===== src/rtl/soi_pkg.sv =====
// Shared types and constants for the signal-of-interest event capture block.
package soi_pkg;

    localparam int DROP_W    = 16;
    localparam int SOI_W_DEF = 8;
    localparam int TS_W_DEF  = 32;

    // Event record at the default widths; parameterised builds use a local copy with the same fields.
    typedef struct packed {
        logic [TS_W_DEF-1:0]  ts;
        logic [SOI_W_DEF-1:0] val;
    } soi_event_t;

endpackage


===== src/rtl/soi_fifo.sv =====
// Synchronous FIFO for captured events; simultaneous push and pop are allowed when full.
module soi_fifo #(
    parameter type T     = logic [7:0],
    parameter int  DEPTH = 16
) (
    input  logic                   clk,
    input  logic                   rst,
    input  logic                   push,
    input  T                       din,
    output logic                   full,
    input  logic                   pop,
    output T                       dout,
    output logic                   empty,
    output logic [$clog2(DEPTH):0] level
);
    localparam int AW = $clog2(DEPTH);

    T               mem [DEPTH];
    logic [AW-1:0]  wr_ptr;
    logic [AW-1:0]  rd_ptr;
    logic           do_push;
    logic           do_pop;

    assign empty   = (level == '0);
    assign full    = (level == (AW+1)'(DEPTH));
    assign do_pop  = pop && !empty;
    assign do_push = push && (!full || do_pop);
    // Read port shows zero while empty so nothing stale leaks out after reset.
    assign dout    = empty ? '0 : mem[rd_ptr];

    always_ff @(posedge clk) begin
        if (do_push) begin
            mem[wr_ptr] <= din;
        end
    end

    always_ff @(posedge clk) begin
        if (rst) begin
            wr_ptr <= '0;
            rd_ptr <= '0;
            level  <= '0;
        end else begin
            if (do_push) begin
                wr_ptr <= wr_ptr + AW'(1);
            end
            if (do_pop) begin
                rd_ptr <= rd_ptr + AW'(1);
            end
            level <= level + (AW+1)'(do_push) - (AW+1)'(do_pop);
        end
    end

endmodule


===== src/rtl/soi_event_capture.sv =====
// Timestamps changes on a sampled signal of interest and queues them for a drain consumer.
module soi_event_capture
    import soi_pkg::*;
#(
    parameter int SOI_W = 8,
    parameter int TS_W  = 32,
    parameter int DEPTH = 16
) (
    input  logic                   clk,
    input  logic                   rst,
    input  logic                   arm,
    input  logic [SOI_W-1:0]       soi,
    output logic                   ev_valid,
    input  logic                   ev_ready,
    output logic [TS_W-1:0]        ev_ts,
    output logic [SOI_W-1:0]       ev_val,
    output logic [DROP_W-1:0]      drop_cnt,
    output logic [$clog2(DEPTH):0] level
);
    typedef struct packed {
        logic [TS_W-1:0]  ts;
        logic [SOI_W-1:0] val;
    } ev_t;

    logic [TS_W-1:0]  ts_cnt;
    logic [SOI_W-1:0] soi_q;
    logic [SOI_W-1:0] soi_prev;
    logic             arm_q;
    logic             arm_prev;
    logic             pend_v;
    ev_t              pend_ev;
    ev_t              head;
    logic             fifo_full;
    logic             fifo_empty;
    logic             pop;
    logic             drop;

    assign ev_valid = !fifo_empty;
    assign pop      = ev_valid && ev_ready;
    assign drop     = pend_v && fifo_full && !pop;
    assign ev_ts    = head.ts;
    assign ev_val   = head.val;

    // arm is sampled alongside soi so both describe the same cycle; arm_prev low marks an arm rising edge.
    always_ff @(posedge clk) begin
        if (rst) begin
            ts_cnt   <= '0;
            soi_q    <= '0;
            soi_prev <= '0;
            arm_q    <= 1'b0;
            arm_prev <= 1'b0;
            pend_v   <= 1'b0;
            pend_ev  <= '0;
            drop_cnt <= '0;
        end else begin
            ts_cnt     <= ts_cnt + TS_W'(1);
            soi_q      <= soi;
            soi_prev   <= soi_q;
            arm_q      <= arm;
            arm_prev   <= arm_q;
            pend_v     <= arm_q && (!arm_prev || (soi_q != soi_prev));
            pend_ev.ts <= ts_cnt;
            pend_ev.val <= soi_q;
            if (drop && (drop_cnt != '1)) begin
                drop_cnt <= drop_cnt + DROP_W'(1);
            end
        end
    end

    soi_fifo #(
        .T     (ev_t),
        .DEPTH (DEPTH)
    ) u_fifo (
        .clk   (clk),
        .rst   (rst),
        .push  (pend_v),
        .din   (pend_ev),
        .full  (fifo_full),
        .pop   (pop),
        .dout  (head),
        .empty (fifo_empty),
        .level (level)
    );

endmodule


===== config.mk =====
export PLATFORM = sky130hd
export DESIGN_NAME = soi_event_capture
export DESIGN_NICKNAME = d
export VERILOG_FILES = /design/src/rtl/soi_pkg.sv /design/src/rtl/soi_fifo.sv /design/src/rtl/soi_event_capture.sv
export SDC_FILE = /design/constraint.sdc
export NUM_CORES = 1
export LEC_CHECK = 0
export CAP_MARGIN = 0
export CELL_PAD_IN_SITES_DETAIL_PLACEMENT = 1
export CELL_PAD_IN_SITES_GLOBAL_PLACEMENT = 2
export CORE_ASPECT_RATIO = 0.8
export CORE_MARGIN = 3
export CORE_UTILIZATION = 40
export DETAILED_ROUTE_END_ITERATION = 8
export PLACE_DENSITY = 0.67
export SETUP_SLACK_MARGIN = 0.05
export SYNTH_ARGS = -nofsm -noshare
export SYNTH_HDL_FRONTEND = slang
export SYNTH_HIERARCHICAL = 1
export SYNTH_SLANG_ARGS = --single-unit

===== constraint.sdc =====
create_clock -name clk -period 4.7 [get_ports clk]
set_clock_uncertainty 0.05 [all_clocks]
set_input_delay 0.705 -clock clk [delete_from_list [all_inputs] [get_ports clk]]
set_output_delay 0.705 -clock clk [all_outputs]
set_load 0.01 [all_outputs]

==> results.md <==
- Most used DFF post-synth: edfxtp_1
- Routed wire length: 65.8 mm
- CTS resizes: 0
- Multi-input logic area: 0.00696 sq mm
- Clock slew at reported path FFs: 60 ps
- Tmin final: 4370 ps
- Vias in the first global route: 15600
- Share of layout cells above drive strength 1: 0.214
- Htree depth: 3
- Worst-Skew Late Latency: 630 ps
- Max Root-Sink Buffers: 3
- Layout area overhead: 16.6%
- Layout filler cell count: 6473
- Power, Total: 0.0161 W
- Initial antenna violation count: 0
- Residual DRC: 0
- Yosys cell types: 48
- Post-CTS Setup Inserts: 0
- Ranking of synthesized cells by area: edfxtp_1 (67%), mux4_2 (13%), dfxtp_1 (8.1%)
- Via density: 5.52
- Grt total ovfl: 0
- Mux contribution to synthesized area: 0.146
- Leak pwr: 10.3 nW
- Post-synth ARST share: 0
- Commonest cells post-synth: edfxtp_1 (640), mux4_2 (160), dfxtp_1 (116)
- Slew margin rel.: 0.369
- Status: finished, final reports clean
- VDD IR-drop max: 258 uV
- Critical Path Fanout Max: 14
- DP HPWL: 37.4 mm
- Hold Violations, Final: 0
- Fin crit share: 0.931
- Final worst slack: 325 ps
- P_int: 0.0122 W
- Die W: 306 um
- Syn_nets: 1513
- P per Cell Area: 480 mW/mm^2
- CTS root buffer: clkbuf_16
- Critical Path RT: 3940 ps
- CP delay by family, top: simple AND/OR/NAND/NOR gates
- Vert. Die Dim: 246 um
- Max stage delay cell, worst path: or4b_1
- Startpoint Class: flip-flop
- Mean Syn Cell Area: 19.4 sq um
- Core box area: 0.0709 sq mm
- DR pass1 iterations: 6
- First-pass GRT wire length: 100 mm
- Cell taking the most area after synthesis: edfxtp_1
- Largest net degree at the start of global routing: 87
- CTS sink cnt: 756
- Comb pwr share: 0.166
- Post-synthesis simple-gate area fraction: 0.0511
- Post-Place Setup Slack: 897 ps
- Xor-xnor portion of the synthesized cell area: 0.00760
- Sequential area share after synthesis: 0.748
- Clock share of power: 0.373
- Post-synthesis adder-cell area fraction: 0.00634
- Post-route ant nets: 0
- Ys Warns: 6
- # rows: 87
- Synth Register Bits: 756
- Hold_buf cts: 0
- RSZ-0062 raised after global routing: no
- Nets: 1633
- Netlist Area Pre-Place: 0.0288 sq mm
- Main combinational cell family by area after synthesis: multiplexers
- RD Place Congestion: 0.729
- FMAX: 229 MHz
- Arr. time, crit path: 3620 ps
- Compound-cell area share of the yosys netlist: 0.0258
- Sum Neg Setup Slack: 0 ps
- Sw Share: 0.244
- CP peak stage delay: 610 ps
- Cells after Synth: 1487
- I/O pin count: 74
- Most frequent cell after synthesis: edfxtp_1
- Setup CP Type: flip-flop to output port
- Hold WC Path Type: flip-flop to flip-flop
- Crit-path cells: inv_1, ha_1, or4b_1, and3_2, buf_4, and2_1, a221o_1, clkdlybuf4s50_1
- Total CTS buffers: 77
- Post-synth EDFFs: 640
- Via count: 14400
- Initial Util: 0.406
- Net Sw Power: 0.00393 W
- Iteration-0 DRC Markers: 1121
- Overall Global Routing Usage: 0.178
- Antenna Cells: 0
- Full die area: 0.0753 sq mm
- PortBufs: 73
- Fin. max-slew vios: 0
- Top cell type's share of synthesized area: 0.667
- Final setup viols: 0
- Worst slew pin tran: 946 ps
- Crit. End Element: output port
- Critical path buffers and inverters: 3
- TritonCTS clock tree: built
- FF/Latch Area: 0.0216 sq mm
- WL per Instance: 25.3 um
- Max Cap Viol: 0
- Seq pwr share: 0.461
-- sequential cells by signal, summed over array words and instances, names as in the netlist, named ones only --
register and count:
arm_prev 1, u_fifo/wr_ptr 4, soi_q 8, drop_cnt 16
pend_ev 40, arm_q 1, ts_cnt 32, u_fifo/rd_ptr 4
pend_v 1, u_fifo/level 5, u_fifo/mem 640
-- power by group through the flow --
stage	sequential, W	clock, W	combinational (W)
floorplan	0.00744	0	0.00178
detailed placement	0.00758	0	0.00275
finish	0.00742	0.00601	0.00268
global placement	0.00757	0	0.00274
global route	0.00744	0.00647	0.00291
CTS	0.00743	0.00621	0.00277
-- layer usage --
layer  track usage  share of wire  vias up
met3        0.0296          0.038       84
met1         0.247           0.46     7731
met4        0.0454          0.020        0
met2         0.296           0.48      277
li1              -              -     6282
met5             0              0        -
-- final cells by class --
cell class,count,share of cell area
Sequential cell,756,0.642
Multi-Input combinational cell,628,0.207
Clock buffer,106,0.0645
Timing Repair Buffer,121,0.0395
Tap cell,934,0.0348
Clock inverter,35,0.00991
Inverter,23,0.00257
-- per-stage QoR --
stage / cells / hold WS (ps) / instance area, sq um / util
after global routing: 2603 / 435 / 33600 / 0.474
after detailed placement: 2462 / 419 / 31100 / 0.439
after CTS: 2603 / 427 / 33600 / 0.474
after floorplan: 1487 / 387 / 28800 / -
after global placement: 2462 / 407 / 31100 / 0.439
final: 2603 / 425 / 33600 / 0.474
-- placed cells by master (no fill, tap or decap), types with 21 or more instances in the layout --
master / instances
edfxtp_1: 640
dfxtp_1: 112
clkdlybuf4s50_1: 72
nand2_1: 27
a21oi_1: 24
nor3_1: 51
mux2i_1: 39
buf_4: 30
nor2b_1: 50
nand3_1: 21
clkbuf_16: 79
nor2_1: 44
a221o_1: 40
inv_1: 22
mux4_2: 160
-- cell families (layout without fill, tap and decap cells) --
kind of cell	count (synthesis)	count (layout)
flip-flops	756	756
adder cells (fa/ha/maj)	14	14
multiplexers	217	217
AO/OA/AOI/OAI	97	97
XOR/XNOR	25	25
buffers and inverters	103	285
AND/OR/NAND/NOR	275	275
-- worst paths after layout --
path / start / end / slack (ps) / depth (start not counted)
max: u_fifo/level[3]$_SDFF_PP0_ / ev_ts[30] / 330 / 8
min: soi_q[2]$_SDFF_PP0_ / pend_ev[2]$_SDFF_PP0_ / 420 / 1
max reg2reg: u_fifo/level[3]$_SDFF_PP0_ / u_fifo/level[4]$_SDFF_PP0_ / 1010 / 16
min reg2reg: soi_q[2]$_SDFF_PP0_ / pend_ev[2]$_SDFF_PP0_ / 420 / 1
-- worst register-to-register path, cell delays in order, from the launching register on --
cell,delay (ps)
dfxtp_1,330
inv_1,80
ha_1,160
or4b_1,610
inv_2,100
nand2b_1,220
inv_1,160
o21a_1,290
inv_1,110
ha_1,130
inv_1,40
ha_1,200
fa_1,430
a21oi_1,160
nor2_1,60
or3_1,340
a21oi_1,140
Note: power is estimated with default switching activity, not from simulation.
